<file path="src/rtl/pipeline4_pkg.sv">
// Shared widths, opcode encodings and helpers for the memory/writeback stage.
package pipeline4_pkg;
    localparam int DATA_WIDTH     = 16;
    localparam int MEM_WIDTH      = 16;
    localparam int PC_WIDTH       = 16;
    localparam int REG_ADDR_WIDTH = 4;
    localparam int CTRL_WIDTH     = 6;
    localparam int MEM_TIMEOUT    = 15;
    localparam int CNT_WIDTH      = $clog2(MEM_TIMEOUT + 1);

    localparam logic [CTRL_WIDTH-1:0] OP_NOP    = 6'h00;
    localparam logic [CTRL_WIDTH-1:0] OP_ADD    = 6'h01;
    localparam logic [CTRL_WIDTH-1:0] OP_SUB    = 6'h02;
    localparam logic [CTRL_WIDTH-1:0] OP_AND    = 6'h03;
    localparam logic [CTRL_WIDTH-1:0] OP_OR     = 6'h04;
    localparam logic [CTRL_WIDTH-1:0] OP_XOR    = 6'h05;
    localparam logic [CTRL_WIDTH-1:0] OP_LW     = 6'h10;
    localparam logic [CTRL_WIDTH-1:0] OP_LW_IMM = 6'h11;
    localparam logic [CTRL_WIDTH-1:0] OP_SW     = 6'h12;
    localparam logic [CTRL_WIDTH-1:0] OP_JR     = 6'h13;
    localparam logic [CTRL_WIDTH-1:0] OP_JPC    = 6'h14;
    localparam logic [CTRL_WIDTH-1:0] OP_BRFL   = 6'h15;
    localparam logic [CTRL_WIDTH-1:0] OP_CALL   = 6'h16;
    localparam logic [CTRL_WIDTH-1:0] OP_RET    = 6'h17;

    // Everything that is not a memory access, jump/branch or NOP produces a register result.
    function automatic logic op_writes_rf(input logic [CTRL_WIDTH-1:0] op);
        case (op)
            OP_LW, OP_SW, OP_JR, OP_JPC, OP_BRFL, OP_RET, OP_NOP: return 1'b0;
            default: return 1'b1;
        endcase
    endfunction
endpackage

</file>
<file path="src/rtl/pipeline4_mem_port_fsm.sv">
// Data-memory req/ack handshake with timeout counter and sticky error flag.
module mem_port_fsm
    import pipeline4_pkg::*;
(
    input  logic                  clk_in,
    input  logic                  RST,
    input  logic                  start,
    input  logic                  start_wr,
    input  logic [MEM_WIDTH-1:0]  start_addr,
    input  logic [DATA_WIDTH-1:0] start_wdata,
    input  logic                  mem_ack,
    output logic                  mem_req,
    output logic                  mem_wr,
    output logic [MEM_WIDTH-1:0]  mem_addr,
    output logic [DATA_WIDTH-1:0] mem_wdata,
    output logic                  busy,
    output logic                  done,
    output logic                  mem_err
);
    typedef enum logic {
        ST_IDLE = 1'b0,
        ST_WAIT = 1'b1
    } state_t;

    localparam logic [CNT_WIDTH-1:0] CNT_LAST = CNT_WIDTH'(MEM_TIMEOUT - 1);

    state_t               state;
    state_t               state_nxt;
    logic [CNT_WIDTH-1:0] cnt;
    logic                 timeout;

    // An ack on the final WAIT cycle takes priority over the timeout.
    always_comb begin
        state_nxt = state;
        done      = 1'b0;
        timeout   = 1'b0;
        case (state)
            ST_IDLE: if (start) state_nxt = ST_WAIT;
            ST_WAIT: begin
                if (mem_ack) begin
                    done      = 1'b1;
                    state_nxt = ST_IDLE;
                end else if (cnt == CNT_LAST) begin
                    timeout   = 1'b1;
                    state_nxt = ST_IDLE;
                end
            end
            default: state_nxt = ST_IDLE;
        endcase
    end

    assign busy = (state == ST_WAIT);

    always_ff @(posedge clk_in) begin
        if (!RST) begin
            state     <= ST_IDLE;
            cnt       <= '0;
            mem_req   <= 1'b0;
            mem_wr    <= 1'b0;
            mem_addr  <= '0;
            mem_wdata <= '0;
            mem_err   <= 1'b0;
        end else begin
            state <= state_nxt;
            if (state == ST_IDLE) begin
                cnt <= '0;
                if (start) begin
                    mem_req  <= 1'b1;
                    mem_wr   <= start_wr;
                    mem_addr <= start_addr;
                    if (start_wr) mem_wdata <= start_wdata;
                end
            end else begin
                cnt <= cnt + 1'b1;
                if (done || timeout) mem_req <= 1'b0;
                if (timeout) mem_err <= 1'b1;
            end
        end
    end
endmodule

</file>
<file path="src/rtl/pipeline4.sv">
// Memory/writeback stage: issues LW/SW through mem_port_fsm, stalls upstream while waiting,
// and drives the register-file write port and PC redirect toward fetch.
module pipeline4
    import pipeline4_pkg::*;
(
    input  logic                      clk_in,
    input  logic                      RST,
    input  logic [CTRL_WIDTH-1:0]     ctrl_in,
    input  logic                      pc_chg_in,
    input  logic [PC_WIDTH-1:0]       pc_in,
    input  logic                      mem_we_in,
    input  logic [DATA_WIDTH-1:0]     data_in,
    input  logic [MEM_WIDTH-1:0]      addr_in,
    input  logic [REG_ADDR_WIDTH-1:0] reg_addr_in,
    input  logic [DATA_WIDTH-1:0]     mem_rdata,
    input  logic                      mem_ack,
    output logic                      mem_req,
    output logic                      mem_wr,
    output logic [MEM_WIDTH-1:0]      mem_addr,
    output logic [DATA_WIDTH-1:0]     mem_wdata,
    output logic                      stall,
    output logic                      rf_we,
    output logic [REG_ADDR_WIDTH-1:0] rf_addr,
    output logic [DATA_WIDTH-1:0]     rf_data,
    output logic                      pc_chg_out,
    output logic [PC_WIDTH-1:0]       pc_out,
    output logic [CTRL_WIDTH-1:0]     ctrl_out,
    output logic                      mem_err
);
    logic                      is_lw;
    logic                      is_mem;
    logic                      mp_busy;
    logic                      mp_done;
    logic                      ld_p1;
    logic [REG_ADDR_WIDTH-1:0] ld_reg_p1;

    // A store is flagged by mem_we_in; a load by its opcode.
    assign is_lw  = (ctrl_in == OP_LW) && !mem_we_in;
    assign is_mem = is_lw || mem_we_in;
    assign stall  = mp_busy;

    mem_port_fsm u_mem_port (
        .clk_in      (clk_in),
        .RST         (RST),
        .start       (is_mem && !mp_busy),
        .start_wr    (mem_we_in),
        .start_addr  (addr_in),
        .start_wdata (data_in),
        .mem_ack     (mem_ack),
        .mem_req     (mem_req),
        .mem_wr      (mem_wr),
        .mem_addr    (mem_addr),
        .mem_wdata   (mem_wdata),
        .busy        (mp_busy),
        .done        (mp_done),
        .mem_err     (mem_err)
    );

    // Stage boundary: execute bundle -> writeback/redirect registers
    always_ff @(posedge clk_in) begin
        if (!RST) begin
            rf_we      <= 1'b0;
            rf_addr    <= '0;
            rf_data    <= '0;
            pc_chg_out <= 1'b0;
            pc_out     <= '0;
            ctrl_out   <= OP_NOP;
            ld_p1      <= 1'b0;
            ld_reg_p1  <= '0;
        end else if (!mp_busy) begin
            pc_chg_out <= pc_chg_in;
            pc_out     <= pc_in;
            if (is_mem) begin
                rf_we     <= 1'b0;
                ctrl_out  <= OP_NOP;
                ld_p1     <= is_lw;
                ld_reg_p1 <= reg_addr_in;
            end else begin
                rf_we    <= op_writes_rf(ctrl_in) && (reg_addr_in != '0);
                rf_addr  <= reg_addr_in;
                rf_data  <= data_in;
                ctrl_out <= ctrl_in;
            end
        end else begin
            pc_chg_out <= 1'b0;
            rf_we      <= 1'b0;
            ctrl_out   <= OP_NOP;
            if (mp_done) begin
                rf_we    <= ld_p1 && (ld_reg_p1 != '0);
                ctrl_out <= ld_p1 ? OP_LW : OP_SW;
                if (ld_p1) begin
                    rf_addr <= ld_reg_p1;
                    rf_data <= mem_rdata;
                end
            end
        end
    end
endmodule

</file>
<file path="config.mk">
export PLATFORM = sky130hd
export DESIGN_NAME = pipeline4
export DESIGN_NICKNAME = d
export VERILOG_FILES = /design/src/rtl/pipeline4_pkg.sv /design/src/rtl/pipeline4_mem_port_fsm.sv /design/src/rtl/pipeline4.sv
export SDC_FILE = /design/constraint.sdc
export NUM_CORES = 1
export LEC_CHECK = 0
export CAP_MARGIN = 20
export CORE_MARGIN = 3
export CORE_UTILIZATION = 44
export CTS_BUF_LIST = sky130_fd_sc_hd__clkbuf_8
export CTS_CLUSTER_DIAMETER = 150
export CTS_CLUSTER_SIZE = 12
export DETAILED_ROUTE_END_ITERATION = 12
export GPL_TIMING_DRIVEN = 1
export PLACE_DENSITY = 0.82
export SLEW_MARGIN = 20
export SYNTH_ARGS = -nofsm -noshare
export SYNTH_HDL_FRONTEND = slang
export SYNTH_HIERARCHICAL = 1
export SYNTH_SLANG_ARGS = --single-unit
</file>
<file path="constraint.sdc">
create_clock -name clk_in -period 1.9 [get_ports clk_in]
set_clock_uncertainty 0.05 [all_clocks]
set_input_delay 0.19 -clock clk_in [delete_from_list [all_inputs] [get_ports clk_in]]
set_output_delay 0.19 -clock clk_in [all_outputs]
set_load 0.01 [all_outputs]
</file>
==> reports/results.ini, run 1 <==
[outcome]
status=finished, final reports clean

[cells_and_area]
layout-drive-gt1-share_pct=14.9
final_area_um2=5690
final_cell_mix=clkdlybuf4s50_1 (157), dfxtp_1 (88), nand2_1 (76), nand3_1 (51), mux2_2 (20)
diodes=0
final_nets=633
synthToLayoutAreaGrowth_pct=51.2
final_common_cell=clkdlybuf4s50_1

[route]
wl_met3_um=943
ant_nets=0
initialDrtViolationCount=88
wl_per_cell_um=14.7
drt-total-wl_mm=9.72
drtPass1Iterations=4
via_per_inst=5.05
drc=0
dr.max_layer_used=met4
wl_met1_mm=4.01
vias=3343
met2_length_mm=4.69

[clock_network]
h-tree-depth=3
clk_latency_ns=0.34
root_buffer=clkbuf_8
clkTransAtPathRegs_ns=0.09
holdBufCountCts=0
cts_sinks=89
cts_setup_buffers=0
numCtsBuffers=9
clockBufferDepth=2
cts_tree=done
postCtsResizedCells=0

[global_routing]
grt_pass1_wl_mm=15.8
grtUsageTotal_pct=19.8
overflow=0
grt_pass1_vias=3351
grt_max_degree=69
antenna_found_initial=0

[worst_setup_path]
worstReg2RegStart=u_mem_port/busy$_SDFF_PN0_
crit_required_ns=2.12
rr_endpoint=u_mem_port/mem_addr[0]$_SDFFE_PN0N_
cpMaxStageDelayCell=dfxtp_2
crit_top_cell=nor2b_1
rrSetupSlack_ns=0.21
worstPathMaxFanout=17
cp_data_arrival_time_ns=1.91
end_kind=register
cp-start-kind=register
cp_slowest_stage_delay_ns=0.38
r2r_cells=7
cp_cell_sequence=nor2b_1 > a21oi_2 > inv_1 > nor2b_1 > buf_4 > nand2_1 > a21boi_0
crit_type=register to register

[power_and_ir_drop]
power_density_nw_per_um2=808
p_leak_nw=2.16
irDropWorstVdd_mv=0.523
power_w=0.00459

[worst_hold_path]
min_from=RST
hold_path.class=input port to register
hold_depth=2
hold_path_end=pc_out[1]$_SDFFE_PN0N_

[placed_design]
place_ws_ns=-0.0936
io_buffers=158
placed_cell_area_um2=5440
gp_congestion=0.817
place.detailed.hpwl_mm=7.08

[synth]
synthMuxAreaShare_pct=10.2
synth_edf_count=0
synthSimpleGateAreaFrac_pct=25.2
yosys_warnings=6
syn_avg_cell_area_um2=9.50
synth_adder_area_share_pct=0.665
yosysSeqAreaShare_pct=47.4
ys.flop_type=dfxtp_1
synth.cell_area_um2=3760
ys_types=42
async_flop_share_pct=0
synth-xor-area-share_pct=0.466
synth_compound_area_share_pct=10.0
synth_top_family_by_area=simple AND/OR/NAND/NOR gates
syn_nets=477
synth-seq-cells=89
syn_inst=396

[timing]
finalMaxSlewViolations=0
finalCriticalPeriod_ns=1.69
setup_tns_ns=0
finalSetupViolCount=0
whs_ns=0.159
finalHoldViolations=0
timing.fmax_ghz=0.591
rsz0062_at_grt=no
relSlewSlack_pct=74.0
final.setup.worst_slack_ns=0.209
period_share_pct=89.0
tightest_slew_ns=0.389

[run]
maxCapViolCount=0

[die]
core_area_um2=8260
io_pins=159
start_util_pct=45.5
rows=33
die_area_um2=9690
die_w_um=98.5
die_h_um=98.5

==> per-layer routing <==
layer | GRT usage, % | vias to the layer above
met3 | 7.93 | 8
met1 | 23.8 | 1539
met4 | 5.78 | 0
li1 | - | 1657
met2 | 32.9 | 139
met5 | 0 | -
==> area by class of cell <==
class                   count  area [um2]
clock buffers              10         138
clock inverters             6         106
fillers                   649        2570
inverters                   3        11.3
multi-input cells         275        1750
flip-flops and latches     89        1780
well taps                 105         131
repair buffers            174        1760
==> cells in the mapped netlist, types with 2 or more instances <==
library cell	count	share of area (%)
a21boi_0	7	1.4
nor2_1	10	1.0
inv_1	3	0.30
ha_1	2	0.67
nand2_1	76	7.6
nand3_2	10	2.7
o21ai_2	2	0.47
a21boi_2	10	3.0
o21ai_0	7	0.93
nand3_1	51	6.8
buf_4	4	0.80
and3b_1	2	0.47
nor3b_1	2	0.40
o21ai_1	18	2.4
nor2b_1	19	3.2
clkbuf_1	8	0.80
mux2_2	20	6.0
buf_6	9	2.7
dfxtp_1	89	47
and2_1	3	0.50
mux2i_1	16	4.3
buf_2	5	0.67
and2_2	2	0.40
a21oi_1	2	0.27
buf_1	2	0.20
==> worst max-delay path by stage <==
stage,startpoint,end,slack [ns],cells after the start
after floorplan,u_mem_port/busy$_SDFF_PN0_,u_mem_port/mem_addr[10]$_SDFFE_PN0N_,0.07,9
after global placement,ctrl_in[0],u_mem_port/mem_addr[4]$_SDFFE_PN0N_,-0.03,8
after detailed placement,ctrl_in[0],u_mem_port/mem_addr[0]$_SDFFE_PN0N_,-0.09,8
after CTS,u_mem_port/busy$_SDFF_PN0_,u_mem_port/mem_addr[0]$_SDFFE_PN0N_,0.20,7
after global routing,u_mem_port/busy$_SDFF_PN0_,u_mem_port/mem_addr[0]$_SDFFE_PN0N_,0.02,7
final,u_mem_port/busy$_SDFF_PN0_,u_mem_port/mem_addr[0]$_SDFFE_PN0N_,0.21,7
==> per-stage QoR <==
stage / utilization, % / instances
finish: 68.8 / 662
global route: 68.8 / 662
CTS: 68.8 / 662
detailed placement: 65.9 / 646
global placement: 65.9 / 646
floorplan: - / 396
==> critical path: cells and delay by family (launching register included) <==
| family | cells | cell delay [ns] |
|---|---|---|
| AND/OR/NAND/NOR | 3 | 0.57 |
| flip-flops | 1 | 0.38 |
| buffers and inverters | 2 | 0.38 |
| AO/OA/AOI/OAI | 2 | 0.23 |
==> cells by family (layout without fill, tap and decap cells) <==
logic type	Yosys count	after routing
DFF	89	89
buffers and inverters	32	193
adders and majority gates	2	2
and+or+nand+nor	183	183
AOI/OAI and AO/OA	52	52
xor gates and xnor gates	2	2
muxes	36	36
==> power by group <==
part           internal, W  switching [W]  leakage [nW]  total [W]
clock             0.000903       0.000636         0.124    0.00154
combinational     0.000560       0.000421          1.30   0.000981
sequential         0.00200      0.0000751         0.731    0.00207
==> state kept, by name, indices dropped and copies added (netlist names) <==
name / cells
ctrl_out: 6
ld_p1: 1
ld_reg_p1: 4
pc_chg_out: 1
pc_out: 16
rf_addr: 4
rf_data: 16
rf_we: 1
u_mem_port/busy: 1
u_mem_port/cnt: 4
u_mem_port/mem_addr: 16
u_mem_port/mem_err: 1
u_mem_port/mem_req: 1
u_mem_port/mem_wdata: 16
u_mem_port/mem_wr: 1
Power figures use the tool's default switching activity.
==> run 2, diff against run 1 <==
- TNS_END_PERCENT: not set -> 1
==> results of run 2 <==
Same layout as run 1: the final DEF is identical, and so are final timing and power.
